## config.mk

```make
export PLATFORM = sky130hd
export DESIGN_NAME = fdtd_step_sched
export DESIGN_NICKNAME = d
export VERILOG_FILES = /design/src/rtl/fdtd_pkg.sv /design/src/rtl/fdtd_step_sched.sv
export SDC_FILE = /design/constraint.sdc
export NUM_CORES = 1
export LEC_CHECK = 0
export ABC_AREA = 1
export CORE_MARGIN = 2
export CORE_UTILIZATION = 55
export CTS_CLUSTER_DIAMETER = 200
export DETAILED_ROUTE_END_ITERATION = 8
export GPL_ROUTABILITY_DRIVEN = 0
export PLACE_DENSITY = 0.92
export SYNTH_ARGS = -nofsm -noshare
export SYNTH_HDL_FRONTEND = slang
export SYNTH_SLANG_ARGS = --single-unit
```

## constraint.sdc

```tcl
create_clock -name CLK -period 4.1 [get_ports CLK]
set_clock_uncertainty 0.05 [all_clocks]
set_input_delay 0.41 -clock CLK [delete_from_list [all_inputs] [get_ports CLK]]
set_output_delay 0.41 -clock CLK [all_outputs]
set_load 0.02 [all_outputs]
```

## src/rtl/fdtd_pkg.sv

```systemverilog
// Shared FDTD accelerator types: step-scheduler states and phase encoding.
// Latency: n/a (types and constants only).
// Backpressure: n/a.
package fdtd_pkg;

    typedef enum logic [2:0] {
        S_IDLE      = 3'd0,
        S_ISSUE_HY  = 3'd1,
        S_WAIT_HY   = 3'd2,
        S_ISSUE_EZ  = 3'd3,
        S_WAIT_EZ   = 3'd4,
        S_ISSUE_SRC = 3'd5,
        S_WAIT_SRC  = 3'd6,
        S_DONE      = 3'd7
    } fdtd_sched_state_t;

    // Phase encoding shared with fdtd_calc_ctrl and the memory controller.
    localparam logic [1:0] PH_IDLE = 2'd0;
    localparam logic [1:0] PH_HY   = 2'd1;
    localparam logic [1:0] PH_EZ   = 2'd2;
    localparam logic [1:0] PH_SRC  = 2'd3;

    function automatic logic [1:0] sched_phase(input fdtd_sched_state_t s);
        case (s)
            S_ISSUE_HY, S_WAIT_HY:   return PH_HY;
            S_ISSUE_EZ, S_WAIT_EZ:   return PH_EZ;
            S_ISSUE_SRC, S_WAIT_SRC: return PH_SRC;
            default:                 return PH_IDLE;
        endcase
    endfunction

endpackage

```

## src/rtl/fdtd_step_sched.sv

```systemverilog
// Time-step scheduler: Hy, Ez, src phases per step for a programmed step count.
// Latency: flag one cycle after start accept / write-back-done; done one cycle after last write-back.
// Backpressure: each phase waits for wb_done_i; stop_i takes effect only at a phase boundary.
module fdtd_step_sched
    import fdtd_pkg::*;
#(
    parameter int unsigned TIME_STEPS     = 300,
    parameter int unsigned STEP_CNT_WIDTH = 16
) (
    input  logic                      CLK,
    input  logic                      RST_N,
    input  logic                      start_i,
    input  logic                      stop_i,
    input  logic [STEP_CNT_WIDTH-1:0] time_steps_i,
    input  logic                      wb_done_i,
    output logic                      calc_Hy_flg_o,
    output logic                      calc_Ez_flg_o,
    output logic                      calc_src_flg_o,
    output logic                      busy_o,
    output logic                      done_o,
    output logic                      aborted_o,
    output logic [STEP_CNT_WIDTH-1:0] step_cnt_o,
    output logic [1:0]                phase_o
);

    localparam logic [STEP_CNT_WIDTH-1:0] DEF_STEPS = STEP_CNT_WIDTH'(TIME_STEPS);

    fdtd_sched_state_t         state_q, state_d;
    logic [STEP_CNT_WIDTH-1:0] target_q, target_d;
    logic [STEP_CNT_WIDTH-1:0] cnt_q, cnt_d;
    logic                      abort_q, abort_d;
    logic                      aborted_q, aborted_d;
    logic                      busy_st;
    logic                      abort_now;

    always_ff @(posedge CLK or negedge RST_N) begin
        if (!RST_N) begin
            state_q   <= S_IDLE;
            target_q  <= '0;
            cnt_q     <= '0;
            abort_q   <= 1'b0;
            aborted_q <= 1'b0;
        end else begin
            state_q   <= state_d;
            target_q  <= target_d;
            cnt_q     <= cnt_d;
            abort_q   <= abort_d;
            aborted_q <= aborted_d;
        end
    end

    assign busy_st   = (state_q != S_IDLE) && (state_q != S_DONE);
    // A stop arriving together with the closing write-back still ends the run there.
    assign abort_now = abort_q | stop_i;

    always_comb begin
        state_d   = state_q;
        target_d  = target_q;
        cnt_d     = cnt_q;
        abort_d   = abort_q;
        aborted_d = aborted_q;

        if (busy_st && stop_i) begin
            abort_d = 1'b1;
        end

        case (state_q)
            S_IDLE: begin
                if (start_i) begin
                    target_d  = (time_steps_i == '0) ? DEF_STEPS : time_steps_i;
                    cnt_d     = '0;
                    abort_d   = 1'b0;
                    aborted_d = 1'b0;
                    state_d   = S_ISSUE_HY;
                end
            end
            S_ISSUE_HY:  state_d = S_WAIT_HY;
            S_ISSUE_EZ:  state_d = S_WAIT_EZ;
            S_ISSUE_SRC: state_d = S_WAIT_SRC;
            S_WAIT_HY, S_WAIT_EZ: begin
                if (wb_done_i) begin
                    if (abort_now) begin
                        aborted_d = 1'b1;
                        state_d   = S_DONE;
                    end else begin
                        state_d = (state_q == S_WAIT_HY) ? S_ISSUE_EZ : S_ISSUE_SRC;
                    end
                end
            end
            S_WAIT_SRC: begin
                if (wb_done_i) begin
                    // The source phase closes the step, so it counts even when aborting.
                    cnt_d = cnt_q + 1'b1;
                    if (abort_now) begin
                        aborted_d = 1'b1;
                        state_d   = S_DONE;
                    end else if (cnt_d == target_q) begin
                        state_d = S_DONE;
                    end else begin
                        state_d = S_ISSUE_HY;
                    end
                end
            end
            S_DONE: begin
                abort_d = 1'b0;
                state_d = S_IDLE;
            end
            default: state_d = S_IDLE;
        endcase
    end

    assign calc_Hy_flg_o  = (state_q == S_ISSUE_HY);
    assign calc_Ez_flg_o  = (state_q == S_ISSUE_EZ);
    assign calc_src_flg_o = (state_q == S_ISSUE_SRC);
    assign busy_o         = busy_st;
    assign done_o         = (state_q == S_DONE);
    assign aborted_o      = aborted_q;
    assign step_cnt_o     = cnt_q;
    assign phase_o        = sched_phase(state_q);

endmodule

```

==> results.json <==
{
  "outcome": "complete, no violations",
  "synth_top_family_by_area": "simple AND/OR/NAND/NOR gates",
  "maxCapViolCount": 0,
  "die_area_mm2": 0.00457,
  "synth.area.top_cells": "dfrtp_1 42%, nand2_1 20%, inv_1 7.6%",
  "antenna_cells": 0,
  "max_freq_ghz": 0.387,
  "yosys.area_share.simple_pct": 36.8,
  "slowest_stage": "clkdlybuf4s50_1",
  "syn_area_per_cell_um2": 6.74,
  "synthAdderAreaFrac_pct": 0.562,
  "syn-cell-area_mm2": 0.00222,
  "grt_use_total_pct": 28.3,
  "ys_types": 24,
  "drv_slew": 0,
  "yosysMostFrequentCell": "nand2_1",
  "nets": 399,
  "die_h_um": 67.6,
  "antenna_found_initial": 0,
  "synth_xor_area_share_pct": 1.97,
  "synth-compound-area-share_pct": 10.5,
  "postCtsSetupBuffers": 0,
  "dp_hpwl_um": 4210,
  "stdcell_count": 427,
  "cp-start-kind": "register",
  "powerDensity_mw_per_mm2": 563,
  "cts_buffer_depth": 2,
  "setup_viol": 0,
  "crit_chain": "inv_1, nor3_1, inv_1, nand3_1, clkdlybuf4s50_1",
  "drtIter0Drc": 222,
  "reg2reg_from": "state_q[2]",
  "max_slew_margin_pct": 43.7,
  "wl_per_cell_um": 13.7,
  "yosysSeqAreaShare_pct": 41.6,
  "grt-ovfl-total": 0,
  "port_buffers": 44,
  "dr.pass1.iters": 5,
  "grt_pass1_wl_um": 9490,
  "wl_um": 5830,
  "synth_edf_count": 0,
  "rsz0062_at_grt": "no",
  "peakVddDrop_mv": 0.588,
  "path_clk_slew_ns": 0.07,
  "min_period_over_period_pct": 63.0,
  "worstMarginPinSlew_ns": 0.844,
  "postCtsHoldBufs": 0,
  "min_period_ns": 2.58,
  "crit_fanout": 7,
  "grt_max_degree": 38,
  "syn_nets": 352,
  "post-place-cells": 420,
  "worstRegToRegCells": 7,
  "cts.sinks": 37,
  "fp-row-count": 23,
  "arrival_ns": 2.12,
  "cp-end-kind": "primary output",
  "io_pins": 45,
  "whs_ns": 0.157,
  "drc": 0,
  "muxShareOfSynthArea_pct": 0,
  "htreeDepth": 2,
  "syn2layout_area_growth_pct": 25.6,
  "vias": 2414,
  "synthArstFlopShare_pct": 100,
  "yosys.area.top_type": "dfrtp_1",
  "cts-root-buf": "clkbuf_8",
  "numCtsBuffers": 5,
  "cts_resized": 0,
  "cts_tree": "yes",
  "ff2ff_setup_slack_ns": 1.56,
  "ant_nets": 0,
  "clock_latency_ns": 0.30,
  "cp_common_cell": "inv_1",
  "drive_above_1_share_pct": 3.45,
  "p_leak_nw": 1.28,
  "fin_tns_setup_ns": 0,
  "yosys_warnings": 0,
  "required_ns": 3.64,
  "synth_commonest_cells": "121 x nand2_1, 45 x inv_1, 37 x dfrtp_1",
  "hp-class": "input port to async pin",
  "start_util_pct": 56.4,
  "ys_ff_latch": 37,
  "die_w_um": 67.6,
  "synth_top_area_share_pct": 41.6,
  "grt_pass1_vias": 2132,
  "core_mm2": 0.00394,
  "postSynthCellCount": 330,
  "viasPerCell": 5.65,
  "ys.flop_type": "dfrtp_1",
  "cpPeakStageDelay_ns": 0.61,
  "path_class": "register to primary output",
  "r2r-end": "step_cnt_o[2]",
  "hold_viol": 0
}
-- logic make-up after synthesis --
family / Yosys count
DFF: 37
AOI/OAI and AO/OA: 39
buffers and inverters: 50
adders and majority gates: 1
xor gates and xnor gates: 5
and+or+nand+nor: 198
-- metal layers --
| metal | routed length, um | global-route usage [%] | vias to the layer above |
|---|---|---|---|
| met1 | 2460 | 35.1 | 1115 |
| li1 | - | - | 1156 |
| met3 | 455 | 7.67 | 20 |
| met4 | 169 | 11.2 | 0 |
| met5 | 0 | 0 | - |
| met2 | 2750 | 46.4 | 123 |
-- sequential cells by signal, indices dropped and copies added, names as in the netlist --
register,count
aborted_o,1
abort_q,1
state_q,3
step_cnt_o,16
target_q,16
-- per-stage QoR --
stage	setup slack [ns]	area [um2]	utilization (%)	power [mW]
after floorplan	2.16	2220	-	1.04
after global placement	1.63	2710	68.7	1.27
after detailed placement	1.53	2710	68.7	1.30
after CTS	1.54	2800	70.9	1.57
after global routing	1.23	2800	70.9	1.68
final	1.52	2800	70.9	1.57
-- worst max-delay path, delay by kind of cell, from the launching register on --
kind | cells | cell delay, ns
buffers and inverters | 3 | 0.87
flip-flops | 1 | 0.45
AND/OR/NAND/NOR | 2 | 0.51
-- layout make-up --
type                    count  area, um2
fillers                   315       1150
multi-input cells         243       1110
flip-flops and latches     37        926
repair buffers             45        443
inverters                  45        169
clock buffers               7       86.3
well taps                  50       62.6
-- power breakdown --
part / internal, mW / switching [mW] / total, mW / leakage, nW
clock network: 0.133 / 0.131 / 0.265 / 0.0443
logic: 0.290 / 0.448 / 0.738 / 0.760
registers: 0.479 / 0.0932 / 0.572 / 0.473
total: 0.902 / 0.673 / 1.57 / 1.28
-- worst max-delay path by stage --
| stage | slack (ns) | cells after the start | endpoint | start |
|---|---|---|---|---|
| floorplan | 2.16 | 15 | state_q[1] | step_cnt_o[0] |
| global placement | 1.63 | 9 | step_cnt_o[2] | wb_done_i |
| detailed placement | 1.53 | 9 | step_cnt_o[2] | wb_done_i |
| CTS | 1.54 | 5 | phase_o[0] | state_q[1] |
| global route | 1.23 | 7 | step_cnt_o[0] | state_q[2] |
| finish | 1.52 | 5 | phase_o[0] | state_q[2] |
-- layout by cell type (no fill, tap or decap), drive strengths merged --
| cell | n |
|---|---|
| ha | 1 |
| nor3 | 3 |
| nand2 | 122 |
| a21oi | 4 |
| a2bb2oi | 1 |
| clkdlybuf4s50 | 43 |
| o21ai | 16 |
| nor4 | 4 |
| nand3 | 28 |
| a22oi | 3 |
| o22ai | 14 |
| o21a | 1 |
| dfrtp | 37 |
| nand3b | 2 |
| xnor2 | 2 |
| buf | 2 |
| nand4 | 4 |
| nor2 | 35 |
| xor2 | 3 |
| inv | 45 |
| clkbuf | 7 |
Note: power is estimated with default switching activity, not from simulation.
